File: src/rtl/array_extreme_scan_if.sv
// Bus bundle for the extreme-scan engine: run control, memory read port and result.
// master = the scan engine, slave = the controller/memory side.
interface array_extreme_scan_if #(
  parameter int DATA_W = 32,
  parameter int ADDR_W = 10
);
  localparam int LEN_W = ADDR_W + 1;

  logic              start;
  logic [ADDR_W-1:0] base_addr;
  logic [LEN_W-1:0]  length;
  logic              find_min;
  logic              signed_cmp;

  logic              mem_rd_en;
  logic [ADDR_W-1:0] mem_addr;
  logic [DATA_W-1:0] mem_rd_data;
  logic              mem_rd_valid;

  logic              busy;
  logic              done;
  logic [DATA_W-1:0] result;
  logic [LEN_W-1:0]  result_idx;
  logic              err;

  modport master (
    input  start, base_addr, length, find_min, signed_cmp, mem_rd_data, mem_rd_valid,
    output mem_rd_en, mem_addr, busy, done, result, result_idx, err
  );

  modport slave (
    output start, base_addr, length, find_min, signed_cmp, mem_rd_data, mem_rd_valid,
    input  mem_rd_en, mem_addr, busy, done, result, result_idx, err
  );
endinterface

File: src/rtl/array_extreme_scan.sv
// Walks a window of word memory one read at a time and reports the max/min element
// and its index; ties keep the lowest index.
module array_extreme_scan #(
  parameter int DATA_W = 32,
  parameter int ADDR_W = 10
) (
  input logic                  clk,
  input logic                  rst,
  array_extreme_scan_if.master bus
);
  localparam int LEN_W = ADDR_W + 1;

  typedef enum logic [1:0] {IDLE, REQ, WAIT, DONE} state_t;

  state_t            state, state_nxt;
  logic [ADDR_W-1:0] base_q;
  logic [LEN_W-1:0]  len_q, idx;
  logic              min_q, sgn_q;
  logic [DATA_W-1:0] best, result_q;
  logic [LEN_W-1:0]  best_idx, result_idx_q;
  logic              err_q;
  logic              gt, lt, take, last;

  // Element 0 always seeds the running best; later ones need a strict improvement.
  always_comb begin
    gt   = sgn_q ? ($signed(bus.mem_rd_data) > $signed(best)) : (bus.mem_rd_data > best);
    lt   = sgn_q ? ($signed(bus.mem_rd_data) < $signed(best)) : (bus.mem_rd_data < best);
    take = (idx == '0) || (min_q ? lt : gt);
    last = (idx == len_q - LEN_W'(1));
  end

  always_comb begin
    state_nxt = state;
    case (state)
      IDLE: if (bus.start) state_nxt = (bus.length == '0) ? DONE : REQ;
      REQ:  state_nxt = WAIT;
      WAIT: if (bus.mem_rd_valid) state_nxt = last ? DONE : REQ;
      DONE: state_nxt = IDLE;
      default: state_nxt = IDLE;
    endcase
  end

  always_ff @(posedge clk or negedge rst) begin
    if (!rst) state <= IDLE;
    else      state <= state_nxt;
  end

  // Result registers are loaded on the way into DONE so they are valid with the done pulse.
  always_ff @(posedge clk or negedge rst) begin
    if (!rst) begin
      base_q       <= '0;
      len_q        <= '0;
      idx          <= '0;
      min_q        <= 1'b0;
      sgn_q        <= 1'b0;
      best         <= '0;
      best_idx     <= '0;
      result_q     <= '0;
      result_idx_q <= '0;
      err_q        <= 1'b0;
    end else begin
      case (state)
        IDLE: if (bus.start) begin
          base_q <= bus.base_addr;
          len_q  <= bus.length;
          min_q  <= bus.find_min;
          sgn_q  <= bus.signed_cmp;
          idx    <= '0;
          if (bus.length == '0) begin
            err_q        <= 1'b1;
            result_q     <= '0;
            result_idx_q <= '0;
          end
        end
        WAIT: if (bus.mem_rd_valid) begin
          if (take) begin
            best     <= bus.mem_rd_data;
            best_idx <= idx;
          end
          if (last) begin
            result_q     <= take ? bus.mem_rd_data : best;
            result_idx_q <= take ? idx : best_idx;
            err_q        <= 1'b0;
          end else begin
            idx <= idx + LEN_W'(1);
          end
        end
        default: ;
      endcase
    end
  end

  assign bus.busy       = (state != IDLE);
  assign bus.done       = (state == DONE);
  assign bus.mem_rd_en  = (state == REQ);
  assign bus.mem_addr   = base_q + idx[ADDR_W-1:0];
  assign bus.result     = result_q;
  assign bus.result_idx = result_idx_q;
  assign bus.err        = err_q;
endmodule

File: src/flat_wrapper.sv
// flat-port wrapper written by rule: the top's interface ports become plain ports
module array_extreme_scan_flat 
#(
  parameter int DATA_W = 32,
  parameter int ADDR_W = 10
)
  (clk, rst, bus_start, bus_base_addr, bus_length, bus_find_min, bus_signed_cmp, bus_mem_rd_data, bus_mem_rd_valid, bus_mem_rd_en, bus_mem_addr, bus_busy, bus_done, bus_result, bus_result_idx, bus_err);
  array_extreme_scan_if #(.DATA_W(DATA_W), .ADDR_W(ADDR_W)) bus_i ();
  input logic clk;
  input logic rst;
  input wire logic [$bits(bus_i.start)-1:0] bus_start;
  input wire logic [$bits(bus_i.base_addr)-1:0] bus_base_addr;
  input wire logic [$bits(bus_i.length)-1:0] bus_length;
  input wire logic [$bits(bus_i.find_min)-1:0] bus_find_min;
  input wire logic [$bits(bus_i.signed_cmp)-1:0] bus_signed_cmp;
  input wire logic [$bits(bus_i.mem_rd_data)-1:0] bus_mem_rd_data;
  input wire logic [$bits(bus_i.mem_rd_valid)-1:0] bus_mem_rd_valid;
  output wire logic [$bits(bus_i.mem_rd_en)-1:0] bus_mem_rd_en;
  output wire logic [$bits(bus_i.mem_addr)-1:0] bus_mem_addr;
  output wire logic [$bits(bus_i.busy)-1:0] bus_busy;
  output wire logic [$bits(bus_i.done)-1:0] bus_done;
  output wire logic [$bits(bus_i.result)-1:0] bus_result;
  output wire logic [$bits(bus_i.result_idx)-1:0] bus_result_idx;
  output wire logic [$bits(bus_i.err)-1:0] bus_err;
  assign bus_i.start = bus_start;
  assign bus_i.base_addr = bus_base_addr;
  assign bus_i.length = bus_length;
  assign bus_i.find_min = bus_find_min;
  assign bus_i.signed_cmp = bus_signed_cmp;
  assign bus_i.mem_rd_data = bus_mem_rd_data;
  assign bus_i.mem_rd_valid = bus_mem_rd_valid;
  assign bus_mem_rd_en = bus_i.mem_rd_en;
  assign bus_mem_addr = bus_i.mem_addr;
  assign bus_busy = bus_i.busy;
  assign bus_done = bus_i.done;
  assign bus_result = bus_i.result;
  assign bus_result_idx = bus_i.result_idx;
  assign bus_err = bus_i.err;
  array_extreme_scan #(.DATA_W(DATA_W), .ADDR_W(ADDR_W)) u_core (.clk(clk), .rst(rst), .bus(bus_i));
endmodule
File: config.mk
export PLATFORM = sky130hd
export DESIGN_NAME = array_extreme_scan_flat
export DESIGN_NICKNAME = d
export VERILOG_FILES = /design/src/rtl/array_extreme_scan_if.sv /design/src/rtl/array_extreme_scan.sv /design/src/flat_wrapper.sv
export SDC_FILE = /design/constraint.sdc
export NUM_CORES = 1
export LEC_CHECK = 0
export CAP_MARGIN = 20
export CORE_MARGIN = 1.5
export CORE_UTILIZATION = 30
export DETAILED_ROUTE_END_ITERATION = 8
export PLACE_DENSITY = 0.52
export SYNTH_ARGS = -nofsm -noshare
export SYNTH_HDL_FRONTEND = slang
export SYNTH_SLANG_ARGS = --single-unit
File: constraint.sdc
create_clock -name clk -period 5.3 [get_ports clk]
set_clock_uncertainty 0.15 [all_clocks]
set_input_delay 1.06 -clock clk [delete_from_list [all_inputs] [get_ports clk]]
set_output_delay 1.06 -clock clk [all_outputs]
set_load 0.1 [all_outputs]
==> results of run 1 <==
[cell type report]
type	instances	area, µm²
Multi-Input combinational cell	475	3558
Sequential cell	123	3078
Tap cell	313	391.6
Inverter	57	214.0
Timing Repair Buffer	126	1216
Clock buffer	17	425.4
Fill cell	2245	13750
Clock inverter	15	141.4
[stage by stage]
step	hold slack, ns	setup WS (ns)
6_report	0.3329	0.8910
3_3_place_gp	0.3098	0.4651
4_1_cts	0.3381	0.8985
3_5_place_dp	0.3244	0.4462
5_1_grt	0.3604	0.6017
2_1_floorplan	0.2989	0.7094
[how the worst max path moves through the flow]
stage                                  endpoint  slack [ns]  cells past startpoint
after floorplan                 bus_mem_addr[8]        0.71                     11
after global placement    u_core.bus.result[15]        0.47                     11
after detailed placement  u_core.bus.result[26]        0.45                     11
after CTS                 u_core.bus.result[24]        0.90                     11
after global routing      u_core.bus.result[25]        0.60                     11
final                     u_core.bus.result[24]        0.89                     11
[metal layers]
layer  share of wire (%)  vias up  track usage, %  wire (µm)
li1                    -     2737               -          -
met5                   0        -               0          0
met4                 1.1        0           4.626        197
met3                 4.9       13           3.444        892
met1                  49     2660           22.85       8894
met2                  45      129           24.34       8191
[cells by family after synthesis]
family | Yosys count | synth area share, %
flip-flops | 123 | 43.88
adder cells (fa/ha/maj) | 45 | 8.134
AND/OR/NAND/NOR | 203 | 16.13
XOR/XNOR | 27 | 3.371
AO/OA/AOI/OAI | 157 | 16.21
buffers and inverters | 94 | 5.530
multiplexers | 43 | 6.743
[state kept, by name, summed over array words and instances (netlist names)]
register / flops
u_core.bus.result: 32
u_core.bus.err: 1
u_core.sgn_q: 1
u_core.base_q: 10
u_core.best_idx: 11
u_core.state: 2
u_core.len_q: 11
u_core.best: 32
u_core.min_q: 1
u_core.bus.result_idx: 11
u_core.idx: 11
[Yosys cell counts (all sizes together), types with 2 or more instances]
cell type  number  area, µm²
nor2           31      116.4
buf            12      80.07
or3             5      36.28
o31a            2      26.28
nor3b           5      37.54
mux2           34      382.9
mux2i           9      90.09
nand4          11      68.82
a41o            4      40.04
a21oi          21      105.1
a221o          32      320.3
o32a            2      20.02
ha             44      550.5
nor3           16      85.08
a21o            4      30.03
nand2          22      82.58
o211ai          4      43.79
nor4            7      43.79
xnor2          23      201.4
o21ai          50      250.2
o21bai          2      15.01
o21a            5      37.54
o22ai          13      81.33
a211oi          3      22.52
a2111oi         2      36.29
inv            57      214.0
nand2b          6      37.54
clkbuf         25      93.84
and3b           2      17.52
nor4b           3      47.54
dfrtp         123       3078
a21boi          2      15.01
a31oi           2      12.51
nand3          40      200.2
and2            9      56.30
and4            3      26.28
nor2b          38      237.7
o31ai           3      22.52
xor2            4      35.03
[power by group through the flow]
stage / logic [mW] / clock network, mW / registers [mW]
finish: 2.22 / 1.12 / 1.39
global route: 2.44 / 1.20 / 1.43
CTS: 2.24 / 1.15 / 1.39
detailed placement: 2.23 / 0 / 1.40
global placement: 2.23 / 0 / 1.40
floorplan: 1.69 / 0 / 1.40
[worst reg2reg max path: stages (launching register included)]
cell	delay [ns]
dfrtp_1	0.41
inv_1	0.08
ha_1	0.27
or4b_1	0.48
or3_4	0.39
a2111oi_4	0.41
o211ai_4	0.17
nor3_2	0.22
o211ai_1	0.21
nor2_2	0.51
buf_4	0.38
a221o_1	0.20
==> results.yml, run 1 <==
timing:
  setup_viol: 0
  drv_slew: 0
  hold_violations: 0
  grt_setup_unrepaired: "no"
  fmax_mhz: 226.8
  worstMarginPinSlew_ns: 1.071
  fin_crit_ns: 4.409
  tns_ns: 0
  slew_headroom_pct: 28.35
  finalCritPeriodShare_pct: 83.19
setup_path:
  r2r-end: "u_core.bus.result[24]"
  startpoint: "bus_mem_rd_data[27]"
  r2r-start: "u_core.len_q[0]"
  crit_buf_inv: 2
  rr_worst_depth: 11
  critPathArrivalTime_ns: 4.56
  path_cells: "clkdlybuf4s50_1 -> ha_1 -> nand4_1 -> or4_1 -> nand2_1 -> o41a_1 -> o21ai_0 -> a211oi_1 -> nor2_2 -> buf_4 -> a221o_1"
  r2r_slack_ns: 1.37
  end_kind: "register"
  max_stage_delay_ns: 0.60
  crit_type: "in -> reg"
  slowest_stage: "or4_1"
  crit_family: "compound AO/OA/AOI/OAI gates"
  critPathMaxFanout: 19
  crit_required_ns: 5.45
  setup.worst_path.start_class: "input pin"
power:
  switchingPower_mw: 2.148
  combPwrFrac_pct: 46.9
  p_leak_nw: 3.889
  pwr-share-seq_pct: 29.3
  irDropWorstVdd_mv: 0.4061
  powerDensity_mw_per_mm2: 524.0
  power_mw: 4.729
  power_frac_clock_pct: 23.8
  p_int_mw: 2.582
  p_sw_share_pct: 45.41
run_status:
  status: "finished clean"
logic_synthesis:
  netlist_area_mm2: 0.007014
  synth_ff_type: "dfrtp_1"
  yosysSeqAreaShare_pct: 43.88
  synthCells: 692
  synth_async_sr_flop_share_pct: 100.0
  yosysUniqueCellTypes: 63
  syn_nets: 796
  syn_area_per_cell_um2: 10.14
  yosysWarnings: 0
  synth-seq-cells: 123
  synth_edf_count: 0
clock_tree:
  clk_latency_ns: 0.42
  ctsResizeCount: 0
  numCtsBuffers: 17
  path_clk_slew_ns: 0.06
  clockRootBuffer: "clkbuf_16"
  clock_path_buffers: 2
  cts.sinks: 123
  tritoncts: "built"
  htreeDepth: 4
  cts_hold_buf: 0
  postCtsSetupRepairBufs: 0
global_routing:
  grt_usage_pct: 16.04
  grt_pass1_wl_um: 30480
  overflow: 0
  grt_pass1_vias: 5520
  antenna_found_initial: 0
  grt_max_degree: 49
floorplan:
  die_area_mm2: 0.02431
  start_util_pct: 30.79
  num_rows: 55
  fp.dieW_um: 155.9
  core_area_mm2: 0.02278
  io_pins: 116
  fp.dieH_um: 155.9
worst_hold_path:
  min_path_cells: 1
  hp-class: "reg -> reg"
  hold_path.startpoint: "u_core.best_idx[6]"
  min_to: "u_core.best_idx[6]"
routing:
  post_drt_wl_per_cell_um: 16.14
  via_count: 5539
  remaining_drc_errors: 0
  viasPerCell: 4.919
  wl_um: 18180
  drtAntennaViolNets: 0
  drtPass1Iterations: 5
  first_iter_violations: 340
cells_and_area:
  layout_common_cells: "dfrtp_1 (123), clkdlybuf4s50_1 (108), inv_1 (57)"
  final_common_cell: "dfrtp_1"
  antenna_cells: 0
  design_area_mm2: 0.009025
  finalNonFillerCells: 1126
  layout-area-overhead-vs-synth_pct: 28.67
  drive_above_1_share_pct: 11.69
  final_core_util_pct: 39.62
  layout.nets: 904
flow_run:
  maxCapViolCount: 0
placed_design:
  dpl.hpwl_um: 12480
  io_buffers: 115
  gp_congestion: 0.7598
  dp.cells: 1093
  placed_cell_area_mm2: 0.008451
Note: power is estimated with default switching activity, not from simulation.
==> inputs of run 2 (changes only) <==
- PLACE_DENSITY: 0.52 -> 0.54
- clock period: 5.3 -> 3.8 ns (I/O delays scaled with it)
==> run 2 against run 1 <==
  * Global-route usage grew 0.48 points
  * Sequential power is 38% higher
  * Sequential share of layout area decreased by 2.1 points
  * Combinational power up 57%
  * Critical path depth grew 2
  * Power rose by 50%
  * Worst setup slack got worse by 0.79 ns
  * First-iteration DRC count shrank 14%
  * Flip-flop and latch count unchanged
  * Die area unchanged
  * Non-clock buffer count up 52
  * Largest cell class unchanged
==> results.yml, run 2 (synthesis results as in run 1) <==
routing:
  first_iter_violations: 293
  via_count: 5848
  wl_um: 19230
  remaining_drc_errors: 0
  drtPass1Iterations: 5
  viasPerCell: 4.964
  drtAntennaViolNets: 0
  post_drt_wl_per_cell_um: 16.33
power:
  p_leak_nw: 4.259
  irDropWorstVdd_mv: 0.4788
  powerDensity_mw_per_mm2: 738.1
floorplan:
  num_rows: 55
  start_util_pct: 30.79
  io_pins: 116
  fp.dieH_um: 155.9
  fp.dieW_um: 155.9
  core_area_mm2: 0.02278
  die_area_mm2: 0.02431
flow_run:
  maxCapViolCount: 0
timing:
  drv_slew: 0
  fin_ws_ns: 0.09939
  holdWs_ns: 0.2206
  grt_setup_unrepaired: "yes"
  fmax_mhz: 270.2
  finalCritPeriodShare_pct: 97.38
  slew_headroom_pct: 34.71
  fin_crit_ns: 3.701
  setup_viol: 0
  hold_violations: 0
  worstMarginPinSlew_ns: 0.9763
clock_tree:
  clk_latency_ns: 0.42
  htreeDepth: 4
  clockRootBuffer: "clkbuf_16"
  numCtsBuffers: 17
  cts.sinks: 123
  path_clk_slew_ns: 0.06
  clock_path_buffers: 2
  tritoncts: "built"
setup_path:
  end_kind: "register"
  crit_type: "in -> reg"
  crit_required_ns: 3.94
  critPathArrivalTime_ns: 3.84
  rr_worst_depth: 10
  critPathMaxFanout: 17
  setup.worst_path.start_class: "input pin"
run_status:
  status: "finished clean"
cells_and_area:
  layout_common_cells: "dfrtp_1 (123), clkdlybuf4s50_1 (96), buf_4 (72)"
  finalNonFillerCells: 1178
  drive_above_1_share_pct: 19.77
  layout-area-overhead-vs-synth_pct: 37.14
  layout.nets: 956
  antenna_cells: 0
  final_common_cell: "dfrtp_1"
placed_design:
  dp.cells: 1145
  dpl.hpwl_um: 13260
  io_buffers: 115
  place_ws_ns: -0.4705
  gp_congestion: 0.7961
global_routing:
  grt_max_degree: 76
  grt_pass1_vias: 5892
  overflow: 0
  antenna_found_initial: 0
  grt_pass1_wl_um: 31260
  grt_usage_pct: 16.52
worst_hold_path:
  hp-class: "in -> async"
run 2: cell count changes in the layout (fill, tap and decap cells not counted), moves of 3 or more:
cell | before | now
a21oi_1 | 21 | 17
xnor2_1 | 23 | 20
a21oi_2 | 0 | 4
clkdlybuf4s50_1 | 108 | 96
xnor2_2 | 0 | 3
buf_12 | 0 | 9
buf_4 | 18 | 72
run 2: metrics by stage:
stage	total power, mW	setup TNS, ns	cell area [µm²]	utilization, %
6_report	7.100	0	9619	42.23
3_5_place_dp	5.395	-31.70	8954	39.31
4_1_cts	7.129	0	9568	42.00
2_1_floorplan	4.323	0	7044	-
5_1_grt	7.550	-1.247	9619	42.23
3_3_place_gp	5.373	-23.88	8954	39.31
run 2: cell type report:
type | instances | area, µm²
Clock buffer | 19 | 442.9
Clock inverter | 13 | 165.2
Fill cell | 2230 | 13160
Inverter | 57 | 214.0
Multi-Input combinational cell | 475 | 3635
Sequential cell | 123 | 3078
Tap cell | 313 | 391.6
Timing Repair Buffer | 178 | 1693
run 2: report_power, final:
part / total [mW] / leakage [nW] / internal [mW] / switching, mW
combinational: 3.49 / 2.36 / 1.32 / 2.17
sequential: 1.92 / 1.60 / 1.65 / 0.272
clock: 1.69 / 0.298 / 1.05 / 0.638
total: 7.10 / 4.26 / 4.02 / 3.08
run 2: worst max-delay path: stages:
cell and delay (ns):
clkdlybuf4s50_1 0.44, ha_1 0.31, nand4_1 0.16, or3_1 0.46, buf_4 0.18, nor4_4 0.30
inv_1 0.10, o2111a_1 0.16, a211oi_1 0.20, buf_4 0.17, nor2_2 0.07, buf_12 0.18
a221o_1 0.35
run 2: final timing paths:
path / to / slack [ns] / startpoint
max: u_core.bus.result[1] / 0.1 / bus_mem_rd_data[13]
min: u_core.bus.result[9] / 0.22 / rst
max reg2reg: u_core.bus.result[20] / 0.19 / u_core.len_q[0]
min reg2reg: u_core.best_idx[6] / 0.34 / u_core.best_idx[6]
max in group asynchronous: u_core.bus.result_idx[3] / 2.41 / rst
min in group clk: u_core.best_idx[6] / 0.34 / u_core.best_idx[6]
run 2: metal layers:
metal	global-route usage [%]	up-vias	part of all wire (%)
met4	5.034	0	1.0
met3	3.528	15	4.4
li1	-	2816	-
met5	0	-	0
met2	26.18	129	46
met1	22.53	2888	48
run 2: what timing repair did:
item,CTS,global route
resized for setup,2,12
pin swaps,0,3
endpoints found under the setup margin,17,83
hold buffers,0,0
buffers inserted,0,1
==> inputs of run 3 (changes only) <==
- PLACE_DENSITY: 0.54 -> 0.59
==> run 3 against run 2 <==
  * Combinational power about the same
  * Non-clock buffer count up 1
  * Maximum frequency up 1.0%
  * Critical path depth down 1
  * Final area up 0.29%
  * Sequential share of layout area down 0.091 points
  * Sequential power about the same
  * Die area unchanged
  * Global-route usage down 0.17 points
  * Critical path type unchanged
  * Critical endpoint is now u_core.best_idx[10]
  * Largest cell class unchanged
  * Highest routed layer unchanged
==> results.yml, run 3 (synthesis results as in run 1) <==
placed_design:
  place_ws_ns: -0.4172
  io_buffers: 115
  gp_congestion: 0.7761
  dpl.hpwl_um: 13200
  dp.cells: 1146
  placed_cell_area_mm2: 0.008979
worst_hold_path:
  hp-class: "in -> async"
routing:
  remaining_drc_errors: 0
  wl_um: 18920
  drtPass1Iterations: 4
  drtAntennaViolNets: 0
  viasPerCell: 4.875
  first_iter_violations: 247
  post_drt_wl_per_cell_um: 16.05
  via_count: 5748
setup_path:
  crit_buf_inv: 3
  setup.worst_path.start_class: "input pin"
  slowest_stage: "or3_4"
  crit_required_ns: 3.95
  startpoint: "bus_mem_rd_data[14]"
  crit_type: "in -> reg"
  max_stage_delay_ns: 0.46
  r2r-start: "u_core.len_q[0]"
  crit_family: "compound AO/OA/AOI/OAI gates"
  r2r_slack_ns: 0.23
  end_kind: "register"
  critPathArrivalTime_ns: 3.82
  critPathMaxFanout: 12
  path_cells: "clkdlybuf4s50_1 -> ha_1 -> nand4_1 -> or3_4 -> a211oi_2 -> o41a_1 -> o2111a_1 -> a211oi_1 -> buf_4 -> nor2_2 -> buf_12 -> mux2_2"
cells_and_area:
  final_common_cell: "dfrtp_1"
  drive_above_1_share_pct: 19.86
  layout_common_cells: "dfrtp_1 (123), clkdlybuf4s50_1 (92), buf_4 (75)"
  final_core_util_pct: 42.35
  layout-area-overhead-vs-synth_pct: 37.53
  finalNonFillerCells: 1179
  design_area_mm2: 0.009647
  antenna_cells: 0
  layout.nets: 957
clock_tree:
  cts.sinks: 123
  clock_path_buffers: 2
  clk_latency_ns: 0.42
  path_clk_slew_ns: 0.06
  clockRootBuffer: "clkbuf_16"
  cts_hold_buf: 0
  numCtsBuffers: 17
  tritoncts: "built"
  htreeDepth: 4
floorplan:
  core_area_mm2: 0.02278
  num_rows: 55
  die_area_mm2: 0.02431
  start_util_pct: 30.79
  fp.dieW_um: 155.9
  io_pins: 116
  fp.dieH_um: 155.9
power:
  pwr-share-seq_pct: 26.8
  p_leak_nw: 4.280
  powerDensity_mw_per_mm2: 740.0
  p_int_mw: 4.036
  combPwrFrac_pct: 49.3
  p_sw_share_pct: 43.47
  power_frac_clock_pct: 23.9
  power_mw: 7.139
  switchingPower_mw: 3.103
  irDropWorstVdd_mv: 0.4388
global_routing:
  grt_pass1_wl_um: 31240
  grt_max_degree: 68
  antenna_found_initial: 0
  grt_usage_pct: 16.35
  overflow: 0
  grt_pass1_vias: 5953
flow_run:
  maxCapViolCount: 0
timing:
  fmax_mhz: 273.0
  tns_ns: 0
  holdWs_ns: 0.3045
  drv_slew: 0
  hold_violations: 0
  fin_ws_ns: 0.1373
  fin_crit_ns: 3.663
  setup_viol: 0
  worstMarginPinSlew_ns: 0.9865
  finalCritPeriodShare_pct: 96.39
  slew_headroom_pct: 34.03
run_status:
  status: "finished clean"
[run 3: cell types whose count changed in the layout (fill, tap and decap cells not counted), sizes merged]
cell and delta:
clkinv -1, clkdlybuf4s50 -4, buf +4, dlymetal6s2s +1, inv +2, clkbuf -1
[run 3: final timing paths]
check / endpoint / cells after the start
worst max-delay path: u_core.best_idx[10] / 12
worst min-delay path: u_core.bus.result[5] / 1
worst max register to register: u_core.bus.result[25] / 10
worst min register to register: u_core.best_idx[6] / 1
max in group asynchronous: u_core.bus.result_idx[2] / 2
min in group clk: u_core.best_idx[6] / 1
[run 3: area by class of cell]
| class | count | area (µm²) |
|---|---|---|
| Clock inverter | 14 | 185.2 |
| Timing Repair Buffer | 179 | 1717 |
| Clock buffer | 18 | 429.2 |
| Multi-Input combinational cell | 475 | 3632 |
| Fill cell | 2223 | 13130 |
| Sequential cell | 123 | 3078 |
| Tap cell | 313 | 391.6 |
| Inverter | 57 | 214.0 |
[run 3: metal layers]
layer | global-route usage (%) | routed length, µm | vias up
li1 | - | - | 2837
met1 | 21.88 | 9015 | 2791
met2 | 26.58 | 8861 | 105
met3 | 3.667 | 852 | 15
met4 | 4.354 | 195 | 0
met5 | 0 | 0 | -
[run 3: power by group through the flow]
stage               registers (mW)  logic, mW  clock network [mW]
CTS                           1.91       3.53                1.73
finish                        1.91       3.52                1.71
global route                  1.97       3.83                1.80
detailed placement            1.93       3.50                   0
floorplan                     1.95       2.38                   0
global placement              1.93       3.47                   0
[run 3: timing repair]
action / CTS / global route
setup endpoints to repair: 0 / 77
resized for setup: 0 / 11
hold endpoints to repair: 0 / 0
buffers inserted: 0 / 1
